### config.mk
export PLATFORM = sky130hd
export DESIGN_NAME = instruction_loader
export DESIGN_NICKNAME = d
export VERILOG_FILES = /design/src/rtl/instruction_loader.sv
export SDC_FILE = /design/constraint.sdc
export NUM_CORES = 1
export LEC_CHECK = 0
export BUFFER_PORTS_ARGS = -buffer_cell sky130_fd_sc_hd__buf_2
export CAP_MARGIN = 25
export CORE_ASPECT_RATIO = 0.8
export CORE_MARGIN = 2
export CORE_UTILIZATION = 45
export DETAILED_ROUTE_END_ITERATION = 12
export MAX_ROUTING_LAYER = met4
export PLACE_DENSITY_LB_ADDON = 0.2
export SKIP_CTS_REPAIR_TIMING = 1
export SLEW_MARGIN = 20
export SYNTH_ARGS = -nofsm -noshare
export SYNTH_HDL_FRONTEND = slang
export SYNTH_SLANG_ARGS = --single-unit
export TNS_END_PERCENT = 100
### constraint.sdc
create_clock -name clock -period 1.8 [get_ports clock]
set_input_delay 0.27 -clock clock [delete_from_list [all_inputs] [get_ports clock]]
set_output_delay 0.27 -clock clock [all_outputs]
set_load 0.01 [all_outputs]
### src/rtl/instruction_loader.sv
// Instruction loader: assembles a little-endian byte stream into 32-bit words
// and writes them to consecutive word addresses of instruction memory.
module instruction_loader #(
   parameter int unsigned COUNT_WIDTH = 16
) (
   input  logic                   clock,
   input  logic                   reset,
   input  logic                   start,
   input  logic [31:0]            base_addr,
   input  logic [COUNT_WIDTH-1:0] word_count,
   input  logic                   byte_valid,
   input  logic [7:0]             byte_data,
   output logic                   byte_ready,
   output logic                   mem_write,
   output logic [31:0]            mem_addr,
   output logic [31:0]            mem_data,
   input  logic                   mem_ready,
   output logic                   busy,
   output logic                   done,
   output logic [31:0]            checksum,
   output logic [COUNT_WIDTH-1:0] words_written
);

   localparam int unsigned ADDR_W = 32;
   localparam int unsigned DATA_W = 32;
   localparam int unsigned IDX_W  = 2;

   typedef enum logic [1:0] {
      S_IDLE    = 2'd0,
      S_COLLECT = 2'd1,
      S_WRITE   = 2'd2,
      S_DONE    = 2'd3
   } state_t;

   state_t                 r_state;
   logic [IDX_W-1:0]       r_byte_idx;
   logic [COUNT_WIDTH-1:0] r_remaining;
   logic                   r_byte_ready;
   logic                   r_mem_write;
   logic [ADDR_W-1:0]      r_mem_addr;
   logic [DATA_W-1:0]      r_mem_data;
   logic                   r_busy;
   logic                   r_done;
   logic [DATA_W-1:0]      r_checksum;
   logic [COUNT_WIDTH-1:0] r_words_written;

   // Load sequencer: state, handshake flags and datapath registers move together
   always_ff @(posedge clock or negedge reset) begin
      if (!reset) begin
         r_state         <= S_IDLE;
         r_byte_idx      <= '0;
         r_remaining     <= '0;
         r_byte_ready    <= 1'b0;
         r_mem_write     <= 1'b0;
         r_mem_addr      <= '0;
         r_mem_data      <= '0;
         r_busy          <= 1'b0;
         r_done          <= 1'b0;
         r_checksum      <= '0;
         r_words_written <= '0;
      end else begin
         case (r_state)
            S_IDLE: begin
               r_done <= 1'b0;
               if (start) begin
                  r_checksum      <= '0;
                  r_words_written <= '0;
                  if (word_count != '0) begin
                     // Low address bits are dropped so writes stay word aligned
                     r_mem_addr   <= base_addr & ~ADDR_W'(3);
                     r_remaining  <= word_count;
                     r_byte_idx   <= '0;
                     r_byte_ready <= 1'b1;
                     r_busy       <= 1'b1;
                     r_state      <= S_COLLECT;
                  end else begin
                     r_done  <= 1'b1;
                     r_state <= S_DONE;
                  end
               end
            end

            S_COLLECT: begin
               if (byte_valid) begin
                  case (r_byte_idx)
                     2'd0:    r_mem_data[7:0]   <= byte_data;
                     2'd1:    r_mem_data[15:8]  <= byte_data;
                     2'd2:    r_mem_data[23:16] <= byte_data;
                     default: r_mem_data[31:24] <= byte_data;
                  endcase
                  r_byte_idx <= r_byte_idx + IDX_W'(1);
                  if (r_byte_idx == IDX_W'(3)) begin
                     r_byte_ready <= 1'b0;
                     r_mem_write  <= 1'b1;
                     r_state      <= S_WRITE;
                  end
               end
            end

            S_WRITE: begin
               if (mem_ready) begin
                  r_mem_write     <= 1'b0;
                  r_checksum      <= r_checksum ^ r_mem_data;
                  r_mem_addr      <= r_mem_addr + ADDR_W'(4);
                  r_words_written <= r_words_written + COUNT_WIDTH'(1);
                  r_remaining     <= r_remaining - COUNT_WIDTH'(1);
                  if (r_remaining == COUNT_WIDTH'(1)) begin
                     r_busy  <= 1'b0;
                     r_done  <= 1'b1;
                     r_state <= S_DONE;
                  end else begin
                     r_byte_idx   <= '0;
                     r_byte_ready <= 1'b1;
                     r_state      <= S_COLLECT;
                  end
               end
            end

            default: begin
               // DONE lasts one cycle; results hold until the next start
               r_done  <= 1'b0;
               r_state <= S_IDLE;
            end
         endcase
      end
   end

   assign byte_ready    = r_byte_ready;
   assign mem_write     = r_mem_write;
   assign mem_addr      = r_mem_addr;
   assign mem_data      = r_mem_data;
   assign busy          = r_busy;
   assign done          = r_done;
   assign checksum      = r_checksum;
   assign words_written = r_words_written;

endmodule

==> results.yml, run 1 <==
floorplanning:
  core_area_um2: 14400
  rows: 39
  pin_count: 177
  fp.dieW_um: 140
  start_util_pct: 46.5
  dieArea_um2: 15900
  chipHeight_um: 113
yosys:
  postSynthAreaPerCell_um2: 9.65
  ys_seq_elements: 134
  async_flop_share_pct: 100
  syn_area_um2: 6690
  synthMuxAreaShare_pct: 5.54
  yosysWarnings: 0
  synth_cells: 693
  ys_types: 55
  synth_top_family_by_area: "simple AND/OR/NAND/NOR gates"
  synth_compound_area_share_pct: 14.0
  synth_xor_xnor_area_share_pct: 5.89
  synth_edf_count: 0
  yosysSeqAreaShare_pct: 50.1
  synth_fa_ha_area_share_pct: 1.68
  synthFlopType: "dfrtp_1"
  synth-simple-area-share_pct: 19.8
grt:
  grt_pass1_wl_um: 31400
  grt.total_usage_pct: 25.8
  grt_remaining_overflow: 0
  grt_max_degree: 46
  antenna_found_initial: 0
  grt_pass1_vias: 6011
critical_path:
  path_class: "reg -> reg"
  crit_start: "mem_addr[10]"
  worstReg2RegStart: "mem_addr[10]"
  crit_required_ns: 2.15
  worst-path-buf-inv: 2
  crit_family: "simple AND/OR/NAND/NOR gates"
  slowest_stage: "dfrtp_2"
  worstPathMaxFanout: 4
  slowest_delay_ns: 0.41
  cp.arrival_ns: 2.17
  crit_path_end_kind: "flip-flop"
  r2r_end: "mem_addr[23]"
  rrSetupSlack_ns: -0.02
  worst-r2r-cell-count: 7
  crit_path_start_kind: "flip-flop"
  crit_chain: "nand4_4 > buf_12 > nor4_4 > buf_4 > nand4_1 > a21oi_2 > a2bb2oi_2"
routing:
  viasPerCell: 5.59
  wl_um: 19700
  drtPass1Iterations: 5
  vias: 6277
  drc: 0
  drtIter0Drc: 397
  post_drt_wl_per_cell_um: 17.5
  drtAntennaViolNets: 0
pwr:
  power_mw: 13.7
  p_leak_nw: 4.31
  ir_worst_vdd_mv: 0.740
  power.density_nw_per_um2: 1500
placement:
  io_buffers: 172
  globalplace.congestion: 0.892
  dp_hpwl_um: 13800
timing:
  min_period_ns: 1.82
  drv_slew: 0
  fin_crit_sh_pct: 101
  finalHoldViolCount: 0
  finalSetupViolations: 2
  fin_skew_ns: 0.00948
  fmax_mhz: 550
  setup_slack_ns: -0.0184
  grt_setup_unrepaired: "yes"
finish:
  multi_input_area_um2: 3310
  nets: 995
  n_fill_cell: 1209
  drive_gt1_share_pct: 38.3
  regArea_um2: 3360
  syn_to_final_growth_pct: 36.1
  final_core_util_pct: 63.2
min_path:
  hold_end: "mem_addr[10]"
  hp-start: "base_addr[10]"
  holdPathStages: 3
  min_path_type: "in -> reg"
clock_network:
  root_buffer: "clkbuf_16"
  cts_tree: "yes"
  htreeDepth: 4
  tritoncts.num_buffers: 17
  cts_buffer_depth: 2
  cts.sinks: 134
  cts.clk_slew.worst_paths_ns: 0.06
  insertion_delay_ns: 0.43
status:
  violations: "setup timing"
  status: "finished, violations left"
flow_run:
  drv_cap: 0
## worst reg2reg max path, delay by kind of cell, from the launching register on
kind	cells	cell delay (ns)
buffers and inverters	2	0.35
AOI/OAI and AO/OA	2	0.33
DFF	1	0.41
and+or+nand+nor	3	0.66
## stage by stage
step	setup slack [ns]	hold slack (ns)	std cells	TNS (ns)	cell area, um2
after detailed placement	-0.223	0.247	1080	-5.67	8300
final	-0.0184	0.0574	1123	-0.0339	9100
after global placement	-0.199	0.241	1080	-4.97	8300
after global routing	-0.164	0.0644	1122	-2.24	9100
after CTS	-0.0459	-0.205	1112	-0.151	8880
after floorplan	0.00368	-0.0256	694	0	6720
## worst max-delay path by stage
| stage | end | slack (ns) | depth (start not counted) |
|---|---|---|---|
| floorplan | mem_addr[24] | 0.004 | 5 |
| global placement | r_remaining[4] | -0.20 | 8 |
| detailed placement | r_remaining[5] | -0.22 | 9 |
| CTS | mem_addr[23] | -0.05 | 6 |
| global route | mem_addr[29] | -0.16 | 7 |
| finish | mem_addr[23] | -0.02 | 7 |
## sequential cells by signal, indices dropped and copies added, names as in the netlist
| name | count |
|---|---|
| checksum | 32 |
| mem_data | 32 |
| mem_addr | 30 |
| r_remaining | 16 |
| words_written | 16 |
| r_byte_idx | 2 |
| r_state | 2 |
| busy | 1 |
| byte_ready | 1 |
| done | 1 |
| mem_write | 1 |
## placed cells by master, fill, tap and decap left out, types with 4 or more instances in the layout
cell,instances
a22oi_1,4
buf_4,63
a21oi_1,35
nor4_1,12
nor2_1,90
mux2_2,32
o22a_1,10
o22ai_1,9
inv_1,13
buf_12,10
a31oi_1,9
nand3_1,26
dfrtp_1,129
ha_1,8
o31ai_1,4
buf_2,171
dfrtp_2,5
nand2_2,4
nor4_4,4
nand4_1,19
and3_1,5
o21a_1,5
xor2_1,45
clkinvlp_4,4
clkbuf_16,17
nor3_1,7
nand2_1,85
clkinv_4,4
o21ai_0,30
## cells by family (layout without fill, tap and decap cells)
logic type               Yosys count  in the layout
flip-flops                       134            134
multiplexers                      33             33
buffers and inverters             49            293
adder cells (fa/ha/maj)            9              9
AO/OA/AOI/OAI                    142            142
AND/OR/NAND/NOR                  280            280
other                              1              3
XOR/XNOR                          45             45
## per-layer routing
metal	GRT usage, %	wire length [um]	up-vias
met2	39.2	9370	194
met1	35.8	9090	3133
met5	-	0	-
met3	3.94	969	23
li1	-	-	2927
met4	8.55	241	0
## final cells by class
type                            count  share of cell area [%]
Timing Repair Buffer              248                    17.3
Antenna cell                        1                  0.0275
Tap cell                          184                    2.53
Clock buffer                       19                    4.98
Multi-Input combinational cell    511                    36.4
Inverter                           13                   0.536
Sequential cell                   134                    36.9
Clock inverter                     13                    1.37
## power by group
part	leakage [nW]	switching, mW	internal [mW]
Clock	0.273	1.40	1.99
Sequential	1.67	1.03	4.07
Combinational	2.37	2.76	2.43
Total	4.31	5.20	8.48
## cell usage after synthesis, drive strengths merged, types with 2 or more instances
cell type / count / area share [%]
o31a: 2 / 0.26
o211ai: 3 / 0.34
buf: 14 / 0.97
o21a: 5 / 0.56
clkbuf: 22 / 1.2
nand4: 20 / 2.1
o22ai: 11 / 1.0
a41oi: 3 / 0.39
nor2: 93 / 5.2
a32oi: 3 / 0.39
ha: 9 / 1.7
and2: 3 / 0.28
nor3: 10 / 0.75
o22a: 11 / 1.5
or3: 3 / 0.28
nor4: 16 / 2.2
a31oi: 9 / 0.84
and4: 2 / 0.26
o221a: 3 / 0.50
o21ai: 32 / 2.5
o31ai: 5 / 0.77
inv: 13 / 0.73
dfrtp: 134 / 50
nand2b: 2 / 0.19
mux2: 32 / 5.4
or2: 3 / 0.28
nand2: 89 / 5.0
a2bb2oi: 6 / 0.79
xor2: 45 / 5.9
a22oi: 4 / 0.45
a21o: 2 / 0.22
a21oi: 38 / 2.8
nand3: 28 / 2.1
and3: 5 / 0.47
Note: power is estimated with default switching activity, not from simulation.
==> inputs of run 2 (changes only) <==
Settings changed: ABC_AREA from default to 1.
==> run 2 against run 1 <==
Compared with the run above: die area up 13%; largest cell class is now multi-input gates; worst hold slack better by 0.0099 ns; clock skew up 0.0018 ns; critical path type unchanged; sequential power up 9.4%; setup slack better by 0.13 ns; the flow now finishes without violations; fmax up 8.0%; via count up 20%; clock power up 3%; critical path depth up 2; area after synthesis up 13%.
==> results.yml, run 2 <==
grt:
  grt_max_degree: 65
  grt.total_usage_pct: 25.1
  grt_remaining_overflow: 0
  grt_pass1_wl_um: 34500
  antenna_found_initial: 0
  grt_pass1_vias: 6741
min_path:
  min_path_type: "in -> reg"
  holdPathStages: 3
clock_network:
  insertion_delay_ns: 0.43
  cts.sinks: 134
  cts.clk_slew.worst_paths_ns: 0.06
  htreeDepth: 4
  tritoncts.num_buffers: 17
  root_buffer: "clkbuf_16"
  cts_tree: "yes"
  cts_buffer_depth: 2
critical_path:
  cp.arrival_ns: 1.98
  path_class: "reg -> reg"
  crit_required_ns: 2.10
  worst-r2r-cell-count: 9
  crit_path_end_kind: "flip-flop"
  crit_path_start_kind: "flip-flop"
  worstPathMaxFanout: 40
yosys:
  async_flop_share_pct: 100
  yosysWarnings: 0
  synth_top_cell_by_area: "dfrtp_1"
  synth.area.top_cells: "dfrtp_1 (44%), nand2_1 (16%), nor2_1 (7.8%), inv_1 (5.4%), nand3_1 (5.0%)"
  yosysSeqAreaShare_pct: 44.3
  synth_edf_count: 0
  synth_cells: 1074
  postSynthAreaPerCell_um2: 7.04
  syn_area_um2: 7560
  ys_types: 33
  synthTopCellsByCount: "nand2_1 (326), nor2_1 (157), dfrtp_1 (134)"
  yosysMostFrequentCell: "nand2_1"
  synth_top_area_share_pct: 44.3
  synthFlopType: "dfrtp_1"
  ys_seq_elements: 134
routing:
  drtPass1Iterations: 5
  vias: 7553
  wl_um: 21100
  top_layer_used: "met4"
  viasPerCell: 5.05
  wl_met1_um: 10200
  drc: 0
  dr_wl_met2_um: 9150
  route.met3.wl_um: 1660
  post_drt_wl_per_cell_um: 14.1
  drtIter0Drc: 468
  drtAntennaViolNets: 0
placement:
  globalplace.congestion: 0.919
  post_dp_cell_area_um2: 8820
  dpl.cell_count: 1464
  io_buffers: 172
  dp_slack_ns: -0.00859
  dp_hpwl_um: 15400
floorplanning:
  start_util_pct: 45.8
  pin_count: 177
  dieArea_um2: 17900
  rows: 42
  fp.dieW_um: 149
  chipHeight_um: 120
  core_area_um2: 16500
finish:
  diodes: 0
  syn_to_final_growth_pct: 24.7
  layout_common_cells: "nand2_1 (325), buf_2 (171), nor2_1 (155), dfrtp_1 (133), inv_1 (107)"
  final_cells: 1497
  drive_gt1_share_pct: 22.1
  nets: 1334
  layout_commonest_cell: "nand2_1"
  final_cell_area_um2: 9430
  final_core_util_pct: 57.2
timing:
  grt_setup_unrepaired: "no"
  fmax_mhz: 594
  finalSetupViolations: 0
  min_period_ns: 1.68
  fin_crit_sh_pct: 93.5
  holdWs_ns: 0.0673
  setup_slack_ns: 0.116
  drv_slew: 0
  setup_tns_ns: 0
  finalHoldViolCount: 0
  fin_skew_ns: 0.0113
pwr:
  power.density_nw_per_um2: 1630
  p_leak_nw: 4.81
  ir_worst_vdd_mv: 0.954
  power_mw: 15.4
status:
  status: "finished clean"
flow_run:
  drv_cap: 0
-- run 2: cell types whose count changed in the layout (fill, tap and decap cells not counted), moves of 42 or more --
cell / change
buf_4: -42
inv_1: +94
nand2_1: +240
nand3_1: +49
nor2_1: +65
o21ai_1: +60
-- run 2: cell type report --
class                      instances  area [um2]
inverter                         113         429
sequential                       134        3350
timing repair buffer             201        1170
fill                            1576        7070
clock inverter                    13         138
clock buffer                      19         443
multi-input combinational        797        3620
tap                              220         275
-- run 2: worst max-delay path: stages, from the launching register on --
cell     delay, ns
dfrtp_1       0.46
nor2_4        0.19
nand2_1       0.06
nor2_1        0.11
nand3_2       0.14
nand2_2       0.15
buf_12        0.22
nor2_1        0.10
nand2_1       0.07
o21ai_1       0.06
-- run 2: per-layer routing --
layer	up-vias	global-route usage, %
met4	0	5.60
met5	-	-
met2	258	35.5
li1	3786	-
met3	15	5.63
met1	3494	36.8
-- run 2: final timing paths --
path,endpoint,slack [ns],startpoint
worst max-delay path,r_remaining[14],0.12,r_state[0]
worst min-delay path,mem_addr[14],0.07,base_addr[14]
worst max register to register,r_remaining[14],0.12,r_state[0]
worst min register to register,checksum[4],0.46,checksum[4]
max in group asynchronous,r_state[1],0.87,reset
min in group asynchronous,r_remaining[12],0.36,reset
-- run 2: where the power goes --
group          internal (mW)  leakage, nW  switching, mW  total, mW
Sequential              4.24         1.72           1.34       5.58
Combinational           2.43         2.81           3.91       6.34
Clock                   1.99        0.280           1.50       3.48
Total                   8.66         4.81           6.74       15.4
-- run 2: cell families (layout without fill, tap and decap cells) --
family | after synthesis | in the layout | synth area share, %
AOI/OAI and AO/OA | 153 | 153 | 10.2
xor gates and xnor gates | 10 | 10 | 1.16
DFF | 134 | 134 | 44.3
buffers and inverters | 144 | 346 | 8.21
adders and majority gates | 9 | 9 | 1.49
and+or+nand+nor | 623 | 623 | 34.5
other | 1 | 2 | 0.0496
